--- src/rtl/bpu_upd_sched_pkg.sv ---
// Shared types for the branch-predictor update scheduler: the update payload,
// the scheduler FSM states and the default queue depth.
package bpu_upd_sched_pkg;

  localparam int BPU_UPDQ_DEPTH = 4;

  typedef struct packed {
    logic [31:0] pc;
    logic [31:0] target;
    logic        taken;
    logic        flush;
    logic        btb_update;
    logic        bht_update;
    logic        lpht_update;
  } bpu_update_t;

  typedef enum logic {
    INIT = 1'b0,
    RUN  = 1'b1
  } bpu_upd_state_t;

  // Only updates that touch at least one table are worth a write slot.
  function automatic logic upd_useful(input bpu_update_t u);
    return u.btb_update | u.bht_update | u.lpht_update;
  endfunction

endpackage

--- src/rtl/bpu_upd_sched_if.sv ---
// Bundle of the two execute-stage feedback channels and the shared table
// write port seen by the update scheduler.
interface bpu_upd_sched_if #(
  parameter int IDX_W = 10
);
  import bpu_upd_sched_pkg::*;

  logic              upd0_valid_i;
  bpu_update_t       upd0_i;
  logic              upd1_valid_i;
  bpu_update_t       upd1_i;
  logic              stall_o;
  logic              tbl_ready_i;
  logic              tbl_we_o;
  bpu_update_t       tbl_upd_o;
  logic              tbl_init_o;
  logic [IDX_W-1:0]  tbl_init_idx_o;
  logic              init_done_o;

  modport master (
    output upd0_valid_i, upd0_i, upd1_valid_i, upd1_i, tbl_ready_i,
    input  stall_o, tbl_we_o, tbl_upd_o, tbl_init_o, tbl_init_idx_o, init_done_o
  );

  modport slave (
    input  upd0_valid_i, upd0_i, upd1_valid_i, upd1_i, tbl_ready_i,
    output stall_o, tbl_we_o, tbl_upd_o, tbl_init_o, tbl_init_idx_o, init_done_o
  );

endinterface

--- src/rtl/bpu_upd_fifo.sv ---
// Circular buffer with two write ports and one read port. Port 0 holds the
// older entry; when both write, port 1 lands in the slot after port 0.
module bpu_upd_fifo #(
  parameter int  DEPTH = 4,
  parameter type T     = logic [7:0],
  localparam int PTR_W = $clog2(DEPTH),
  localparam int CNT_W = $clog2(DEPTH + 1)
) (
  input  logic             clk,
  input  logic             rst_n,
  input  logic             wr0_i,
  input  T                 wr0_data_i,
  input  logic             wr1_i,
  input  T                 wr1_data_i,
  input  logic             rd_i,
  output T                 rd_data_o,
  output logic [CNT_W-1:0] count_o,
  output logic [CNT_W-1:0] free_o
);

  T                 mem [DEPTH];
  logic [PTR_W-1:0] head_q;
  logic [PTR_W-1:0] tail_q;
  logic [CNT_W-1:0] count_q;
  logic [PTR_W-1:0] slot1;
  logic [CNT_W-1:0] n_wr;

  assign slot1 = tail_q + PTR_W'(wr0_i);
  assign n_wr  = CNT_W'(wr0_i) + CNT_W'(wr1_i);

  // Entries are cleared on reset so the read port shows all-zero when empty.
  always_ff @(posedge clk or negedge rst_n) begin
    if (!rst_n) begin
      for (int i = 0; i < DEPTH; i++) mem[i] <= '0;
      head_q  <= '0;
      tail_q  <= '0;
      count_q <= '0;
    end else begin
      if (wr0_i) mem[tail_q] <= wr0_data_i;
      if (wr1_i) mem[slot1] <= wr1_data_i;
      tail_q  <= tail_q + PTR_W'(n_wr);
      head_q  <= head_q + PTR_W'(rd_i);
      count_q <= count_q + n_wr - CNT_W'(rd_i);
    end
  end

  assign rd_data_o = mem[head_q];
  assign count_o   = count_q;
  assign free_o    = CNT_W'(DEPTH) - count_q;

endmodule

--- src/rtl/bpu_upd_sched.sv ---
// Branch-predictor table write scheduler: zero-fills the tables after reset,
// then queues useful execute-stage updates in program order and drains them.
module bpu_upd_sched
  import bpu_upd_sched_pkg::*;
#(
  parameter int DEPTH = BPU_UPDQ_DEPTH,
  parameter int IDX_W = 10
) (
  input logic            clk,
  input logic            rst_n,
  bpu_upd_sched_if.slave bus
);

  localparam int CNT_W = $clog2(DEPTH + 1);

  bpu_upd_state_t   state_q;
  bpu_upd_state_t   state_d;
  logic [IDX_W-1:0] sweep_q;
  logic [IDX_W-1:0] sweep_d;
  logic             init_wr;
  logic             init_done;

  logic [CNT_W-1:0] count;
  logic [CNT_W-1:0] free;
  logic             stall;
  logic             kill1;
  logic             enq0;
  logic             enq1;
  logic             deq;
  bpu_update_t      head_upd;

  always_ff @(posedge clk or negedge rst_n) begin
    if (!rst_n) begin
      state_q <= INIT;
      sweep_q <= '0;
    end else begin
      state_q <= state_d;
      sweep_q <= sweep_d;
    end
  end

  // The sweep only advances on cycles where fetch has released the port.
  always_comb begin
    state_d   = state_q;
    sweep_d   = sweep_q;
    init_wr   = 1'b0;
    init_done = 1'b0;
    case (state_q)
      INIT: begin
        init_wr = bus.tbl_ready_i;
        if (bus.tbl_ready_i) begin
          sweep_d = sweep_q + 1'b1;
          if (sweep_q == '1) state_d = RUN;
        end
      end
      RUN: begin
        init_done = 1'b1;
      end
      default: begin
        state_d = INIT;
      end
    endcase
  end

  // Stall uses the registered occupancy so it never depends on this cycle's drain.
  assign stall = ~init_done | (free < CNT_W'(2));
  assign kill1 = bus.upd0_valid_i & bus.upd0_i.flush;
  assign enq0  = bus.upd0_valid_i & ~stall & upd_useful(bus.upd0_i);
  assign enq1  = bus.upd1_valid_i & ~stall & ~kill1 & upd_useful(bus.upd1_i);
  assign deq   = (count != '0) & bus.tbl_ready_i;

  bpu_upd_fifo #(
    .DEPTH (DEPTH),
    .T     (bpu_update_t)
  ) u_fifo (
    .clk        (clk),
    .rst_n      (rst_n),
    .wr0_i      (enq0),
    .wr0_data_i (bus.upd0_i),
    .wr1_i      (enq1),
    .wr1_data_i (bus.upd1_i),
    .rd_i       (deq),
    .rd_data_o  (head_upd),
    .count_o    (count),
    .free_o     (free)
  );

  assign bus.stall_o        = stall;
  assign bus.tbl_we_o       = deq;
  assign bus.tbl_upd_o      = head_upd;
  assign bus.tbl_init_o     = init_wr;
  assign bus.tbl_init_idx_o = sweep_q;
  assign bus.init_done_o    = init_done;

endmodule

--- src/flat_wrapper.sv ---
// flat-port wrapper written by rule: the top's interface ports become plain ports
module bpu_upd_sched_flat import bpu_upd_sched_pkg::*;
#(
  parameter int DEPTH = BPU_UPDQ_DEPTH,
  parameter int IDX_W = 10
)
  (clk, rst_n, bus_upd0_valid_i, bus_upd0_i, bus_upd1_valid_i, bus_upd1_i, bus_tbl_ready_i, bus_stall_o, bus_tbl_we_o, bus_tbl_upd_o, bus_tbl_init_o, bus_tbl_init_idx_o, bus_init_done_o);
  bpu_upd_sched_if #(.IDX_W(IDX_W)) bus_i ();
  input logic clk;
  input logic rst_n;
  input wire logic [$bits(bus_i.upd0_valid_i)-1:0] bus_upd0_valid_i;
  input wire logic [$bits(bus_i.upd0_i)-1:0] bus_upd0_i;
  input wire logic [$bits(bus_i.upd1_valid_i)-1:0] bus_upd1_valid_i;
  input wire logic [$bits(bus_i.upd1_i)-1:0] bus_upd1_i;
  input wire logic [$bits(bus_i.tbl_ready_i)-1:0] bus_tbl_ready_i;
  output wire logic [$bits(bus_i.stall_o)-1:0] bus_stall_o;
  output wire logic [$bits(bus_i.tbl_we_o)-1:0] bus_tbl_we_o;
  output wire logic [$bits(bus_i.tbl_upd_o)-1:0] bus_tbl_upd_o;
  output wire logic [$bits(bus_i.tbl_init_o)-1:0] bus_tbl_init_o;
  output wire logic [$bits(bus_i.tbl_init_idx_o)-1:0] bus_tbl_init_idx_o;
  output wire logic [$bits(bus_i.init_done_o)-1:0] bus_init_done_o;
  assign bus_i.upd0_valid_i = bus_upd0_valid_i;
  assign bus_i.upd0_i = bus_upd0_i;
  assign bus_i.upd1_valid_i = bus_upd1_valid_i;
  assign bus_i.upd1_i = bus_upd1_i;
  assign bus_i.tbl_ready_i = bus_tbl_ready_i;
  assign bus_stall_o = bus_i.stall_o;
  assign bus_tbl_we_o = bus_i.tbl_we_o;
  assign bus_tbl_upd_o = bus_i.tbl_upd_o;
  assign bus_tbl_init_o = bus_i.tbl_init_o;
  assign bus_tbl_init_idx_o = bus_i.tbl_init_idx_o;
  assign bus_init_done_o = bus_i.init_done_o;
  bpu_upd_sched #(.DEPTH(DEPTH), .IDX_W(IDX_W)) u_core (.clk(clk), .rst_n(rst_n), .bus(bus_i));
endmodule
--- config.mk ---
export PLATFORM = sky130hd
export DESIGN_NAME = bpu_upd_sched_flat
export DESIGN_NICKNAME = d
export VERILOG_FILES = /design/src/rtl/bpu_upd_sched_pkg.sv /design/src/rtl/bpu_upd_sched_if.sv /design/src/rtl/bpu_upd_fifo.sv /design/src/rtl/bpu_upd_sched.sv /design/src/flat_wrapper.sv
export SDC_FILE = /design/constraint.sdc
export NUM_CORES = 1
export LEC_CHECK = 0
export BUFFER_PORTS_ARGS = -buffer_cell sky130_fd_sc_hd__buf_2
export CORE_MARGIN = 1.5
export CORE_UTILIZATION = 55
export CTS_BUF_LIST = sky130_fd_sc_hd__clkbuf_4 sky130_fd_sc_hd__clkbuf_8
export CTS_CLUSTER_DIAMETER = 50
export DETAILED_ROUTE_END_ITERATION = 6
export GPL_ROUTABILITY_DRIVEN = 0
export GPL_TIMING_DRIVEN = 0
export PLACE_DENSITY = 0.77
export SETUP_SLACK_MARGIN = 0.1
export SLEW_MARGIN = 20
export SYNTH_ARGS = -nofsm -noshare
export SYNTH_HDL_FRONTEND = slang
export SYNTH_SLANG_ARGS = --single-unit
--- constraint.sdc ---
create_clock -name clk -period 4.5 [get_ports clk]
set_input_delay 0.225 -clock clk [delete_from_list [all_inputs] [get_ports clk]]
set_output_delay 0.225 -clock clk [all_outputs]
set_load 0.01 [all_outputs]
### Word level (Yosys, flattened, before mapping)

Index checks and enable logic that the tools add are counted.

| storage, ports and cells | value |
|---|---|
| bits in read-only memories | 0 |
| RAM bits | 0 |
| memories kept | 0 |
| input bits | 143 |
| flip-flop bits (word level) | 294 |
| bits in latches | 0 |

| operators by class | value |
|---|---|
| equal/unequal tests | 1 |
| magnitude comparators | 6 |
| div/mod/pow operators | 0 |
| shift operators | 0 |
| $add $sub $neg | 8 |
| $mul | 0 |
| bitwise logic cells | 19 |
| mux-type cells | 16 |
| reductions and logical operators | 4 |

Operators with widths:

| cell | count |
|---|---|
| $bwmux W276 | 2 |
| $mux W276 | 2 |
| $demux W69 S2 | 2 |
| $mux W69 | 4 |
| $bmux W69 S2 | 1 |
| $add A10 B1 Y10 const B | 1 |
| $eq A10 B10 Y1 const B | 1 |
| $ge A3 B3 Y1 const B | 3 |
| $not A2 Y3 | 3 |
| $and A1 B1 Y1 | 7 |
| $lt A3 B1 Y1 const B | 2 |
| $mux W1 | 5 |
| $or A1 B1 Y1 | 5 |
| $add A2 B1 Y2 | 2 |
| $not A1 Y1 | 4 |
| $add A3 B2 Y3 | 1 |
| $lt A3 B2 Y1 const B | 1 |
| $reduce_bool A3 Y1 | 1 |
| $sub A3 B1 Y3 | 1 |
| $sub A3 B3 Y3 const A | 1 |
| $add A1 B1 Y2 | 1 |
| $add A2 B2 Y2 | 1 |
| $logic_and A1 B1 Y1 | 2 |
| $reduce_and A2 Y1 | 1 |

### Longest topological paths before layout

| logic depth | value |
|---|---|
| word-level depth | 14 |
| mapped depth | 14 |

### Cells and area by module

Synthesis repeated with hierarchy kept, for this count alone.

| unflattened totals | value |
|---|---|
| cells, all modules | 1711 |
| area, all modules | 15359.7 um^2 |

Modules (own cells, without submodules):

| module | cells an instance | area each (um^2) | times used | seq. area each (um^2) |
|---|---|---|---|---|
| bpu_upd_fifo | 1664 | 14840.5 | 1 | 7081.8 |
| bpu_upd_sched | 47 | 519.2 | 1 | 275.3 |

### Worst setup path before layout

OpenSTA, ideal clock, no wires.

| timing path | value |
|---|---|
| path type | register -> register |
| start point | register u_core.u_fifo.count_q[0], in the netlist u_core.u_fifo.count_o[0] |
| end point | register u_core.u_fifo.mem[59] (netlist bit) |
| data required time | 4.375 ns |
| slack | 1.609 ns |
| path buffers | 2 |
| period minus slack after synthesis | 2.891 ns |
| arrival time | 2.766 ns |
| setup time | 0.125 ns |
| stages on the path, launching flop included | 13 |
| path through | dfrtp_1 -> inv_1 -> ha_1 -> ha_1 -> nor2b_1 -> nor3_1 -> ha_1 -> xor2_1 -> nand2_1 -> nor3_2 -> buf_4 -> buf_2 -> mux2_2 |

| on the way | value |
|---|---|
| word-level cells in the longest chain between the ends | 14 |
| elaborated cells on any way between the ends | 19 |
| classes of those cells | add/sub: 2; order compare: 3; mux: 5; bitwise: 8; reduce/logical: 1 |

Ends and longest elaborated chain:

| what | line | RTL |
|---|---|---|
| start, declared | bpu_upd_fifo.sv:24 | `logic [CNT_W-1:0] count_q;` |
| start signal, assigned | bpu_upd_fifo.sv:43 | `count_q <= count_q + n_wr - CNT_W'(rd_i);` |
| $sub A3 B3 Y3 (*) | bpu_upd_fifo.sv:49 | `assign free_o = CNT_W'(DEPTH) - count_q;` |
| $lt A3 B2 Y1 (*) | bpu_upd_sched.sv:66 | `assign stall = ~init_done \| (free < CNT_W'(2));` |
| $or A1 B1 Y1 (*) | bpu_upd_sched.sv:66 |  |
| $not A1 Y1 (*) | bpu_upd_sched.sv:68, bpu_upd_sched.sv:69 |  |
| $and A1 B1 Y1 (2 in a row) | bpu_upd_sched.sv:68 | `assign enq0 = bus.upd0_valid_i & ~stall & upd_useful(bus.upd0_i);` |
| $add A2 B1 Y2 | bpu_upd_fifo.sv:28 | `assign slot1 = tail_q + PTR_W'(wr0_i);` |
| $not A2 Y3 (not written as such) | bpu_upd_fifo.sv:40 | `if (wr1_i) mem[slot1] <= wr1_data_i;` |
| $ge A3 B3 Y1 (not written as such) or $lt A3 B1 Y1 (tied branches) | bpu_upd_fifo.sv:40 |  |
| $logic_and A1 B1 Y1 (not written as such) | bpu_upd_fifo.sv:40 |  |
| $mux W69 (not written as such) | bpu_upd_fifo.sv:40 |  |
| $demux W69 S2 | bpu_upd_fifo.sv:40 |  |
| $bwmux W276 | bpu_upd_fifo.sv:40 |  |
| $mux W276 (*) | bpu_upd_fifo.sv:40 |  |
| end signal, assigned by index | bpu_upd_fifo.sv:39 | `if (wr0_i) mem[tail_q] <= wr0_data_i;` |
| end signal, assigned by index | bpu_upd_fifo.sv:40 |  |
| end, declared | bpu_upd_fifo.sv:21 | `T mem [DEPTH];` |

Mark *: on every way between the ends. The rest lies on a longest branch, timed or not.
A chain may end at the register's enable or synchronous reset.

### Worst setup path in the final report

| timing path | value |
|---|---|
| start point | register u_core.u_fifo.count_q[0], in the netlist u_core.u_fifo.count_o[0] |
| end point | register u_core.u_fifo.mem[137] (netlist bit) |

Same word-level chain as after synthesis.

==> metrics.txt <==
Sink Count 294; dominant synthesized flop cell dfrtp_1; min-delay src bus_upd1_i[0]; Starting DRT DRC Count 1217; I/O Buffers 225; Lkg Pwr 9.04 nW; Inserted Clock Buffers 50; number of enable flip-flop cells after synthesis 0; filler-free cell count of the finished design 1897; synthesized area 16000 um2; Synth Instances 1132; Max VDD drop 244 uV; PD cells 343 nW/um2; HP Class input pin to flop; synthesized flop and latch total 294; die area 30200 um2; Syn-to-layout area delta 21.3%; number of distinct library cells after synthesis 35; syn_area_per_cell 14.1 um2; Setup Slack @ Placement 0.753 ns; sequential cell area fraction in the yosys report 45.9%; final worst-path cycle share 84.6%; post-synth top area share 45.9%; Pins Over Slew Limit 0; Post-Syn Nets 1286; nets@finish 1636; final setup fails 0; Cells after DPL 1744; Avg WL per Cell 25.4 um; row count 62; Root Driver clkbuf_8; number of global-route vias before repair 13225; post-DP HPWL 30800 um; WHS 0.0429 ns; drt via density 6.73; H-Tree Depth 2; layout cells sized above 1 47.7%; synth top area cells dfrtp_1, mux2_2, a32o_1; I/O pin count 226; fmax 263 MHz; TritonCTS clock tree done; hold depth 2; Reg clk slew, reported paths 0.06 ns; Crit path arrival time 4.26 ns; first-pass GRT wire length 74600 um; outcome completed; total track usage 31.8%; DR vias 12767; setup repair after global routing missed its margin false; worst setup margin 0.693 ns; crit end category flop; initial antenna violation count 4; most frequent cell after synthesis dfrtp_1; WP data required 4.95 ns; Routed Antenna Nets 0; pin count of the biggest net entering global routing 99; max_cap viols 0; Post-CTS Setup Bufs 0; Max Clock Skew 0.0216 ns; final instance area 19400 um2; Crit Path Category flop to flop; cell accounting for the most synthesized area dfrtp_1; Congestion Overflow GR 0; normalized max-slew margin 33.9%; Crit Reg-Reg Startpoint u_core.u_fifo.count_o[0]; Die Y 174 um; ys async rst share 100%; Critical R2R Capture u_core.u_fifo.mem[137]; Post-DP Area 17700 um2; R2R Setup Slk 0.69 ns; commonest cells in the netlist dfrtp_1, mux2_2, a32o_1, mux4_2, clkbuf_1; Worst Reg-to-Reg Cells 10; minimum clock period after layout 3.81 ns; CP startpoint kind flop; Synth Warn # 0; die width 174 um; hold endpoint u_core.u_fifo.mem[207]; DRC viols 0; Hold Violations, Final 0; CORE AREA 28700 um2; Final Core Density 67.7%; DR pass1 iterations 5; routed wire length 48100 um; worst-margin pin slew 0.983 ns; CP max FO 10; clk_lat worst skew 0.57 ns; clock buffer depth 3; initial core utilization 55.8%
## registers in the layout (all words and copies together) (netlist names)
register                   count
u_core.bus.tbl_init_idx_o     10
u_core.state_q                 1
u_core.u_fifo.count_o          3
u_core.u_fifo.head_q           2
u_core.u_fifo.mem            276
u_core.u_fifo.tail_q           2
## worst max path at each step
stage	startpoint	endpoint	depth (start not counted)
after floorplan	u_core.u_fifo.count_o[0]	u_core.u_fifo.mem[59]	12
after global placement	rst_n	u_core.u_fifo.mem[154]	1
after detailed placement	u_core.u_fifo.count_o[0]	u_core.u_fifo.mem[137]	10
after CTS	u_core.u_fifo.count_o[0]	u_core.u_fifo.mem[137]	10
after global routing	u_core.u_fifo.count_o[0]	u_core.u_fifo.mem[133]	10
final	u_core.u_fifo.count_o[0]	u_core.u_fifo.mem[137]	10
## stage by stage
step	TNS [ns]	power (W)
after floorplan	0	0.00370
after global placement	-713.90	0.00420
after detailed placement	0	0.00424
after CTS	0	0.00669
after global routing	0	0.00694
final	0	0.00667
## layer usage
layer,routed length [um],GRT usage (%),up-vias
met1,19400,43.1,6629
li1,-,-,5375
met2,23700,52.0,667
met5,10,0,-
met4,1090,11.0,2
met3,3960,5.64,94
## critical path: stages (launching register included)
cell and delay, ns:
dfrtp_1 0.36, inv_1 0.06, ha_1 0.19, ha_1 0.28, nor2b_1 0.16, nor3_1 0.29
ha_1 0.36, nor4_2 0.89, buf_2 0.44, buf_4 0.29, mux2_1 0.35
## cells in the final DEF (no fill, tap or decap), drive strengths merged
master	count
a22o	12
a32o	261
a41o	1
and2	3
and3	4
and4	2
buf	301
clkbuf	142
clkinv	2
dfrtp	294
diode	3
dlygate4sd3	70
fa	1
ha	10
inv	8
mux2	280
mux4	69
nand2	10
nand2b	1
nand3	2
nand4	4
nor2	2
nor2b	5
nor3	5
nor4	2
o311ai	1
or3	1
or4	1
xnor2	12
xor2	4
## power breakdown
| part | internal, W | leakage [nW] | switching, W |
|---|---|---|---|
| clock | 0.00136 | 0.530 | 0.00107 |
| sequential | 0.00273 | 4.04 | 0.0000634 |
| combinational | 0.000630 | 4.48 | 0.000812 |
| total | 0.00473 | 9.04 | 0.00194 |
## final cells by class
cell class / instances / area [um2]
fill: 2110 / 9280
multi-input combinational: 693 / 8020
sequential: 294 / 7360
timing repair buffer: 298 / 1920
clock buffer: 78 / 980
buffer: 137 / 613
tap: 384 / 480
inverter: 8 / 30.0
clock inverter: 2 / 13.8
antenna: 3 / 7.51
## timing repair
action | 4_1_cts | 5_1_grt
resized for setup | 0 | 0
endpoints found under the setup margin | 0 | 0
endpoints found under the hold margin | 484 | 0
hold buffers | 70 | 0
## logic make-up (layout without fill, tap and decap cells)
group           Yosys count  count (layout)  synth area share (%)
buf+inv                 145             523                  4.02
mux                     349             349                  29.4
simple gates             42              42                  1.69
other cells               0               3                     0
fa+ha+maj                11              11                 0.906
flops                   294             294                  45.9
compound gates          275             275                  17.2
xor+xnor                 16              16                 0.875
Power figures use the tool's default switching activity.
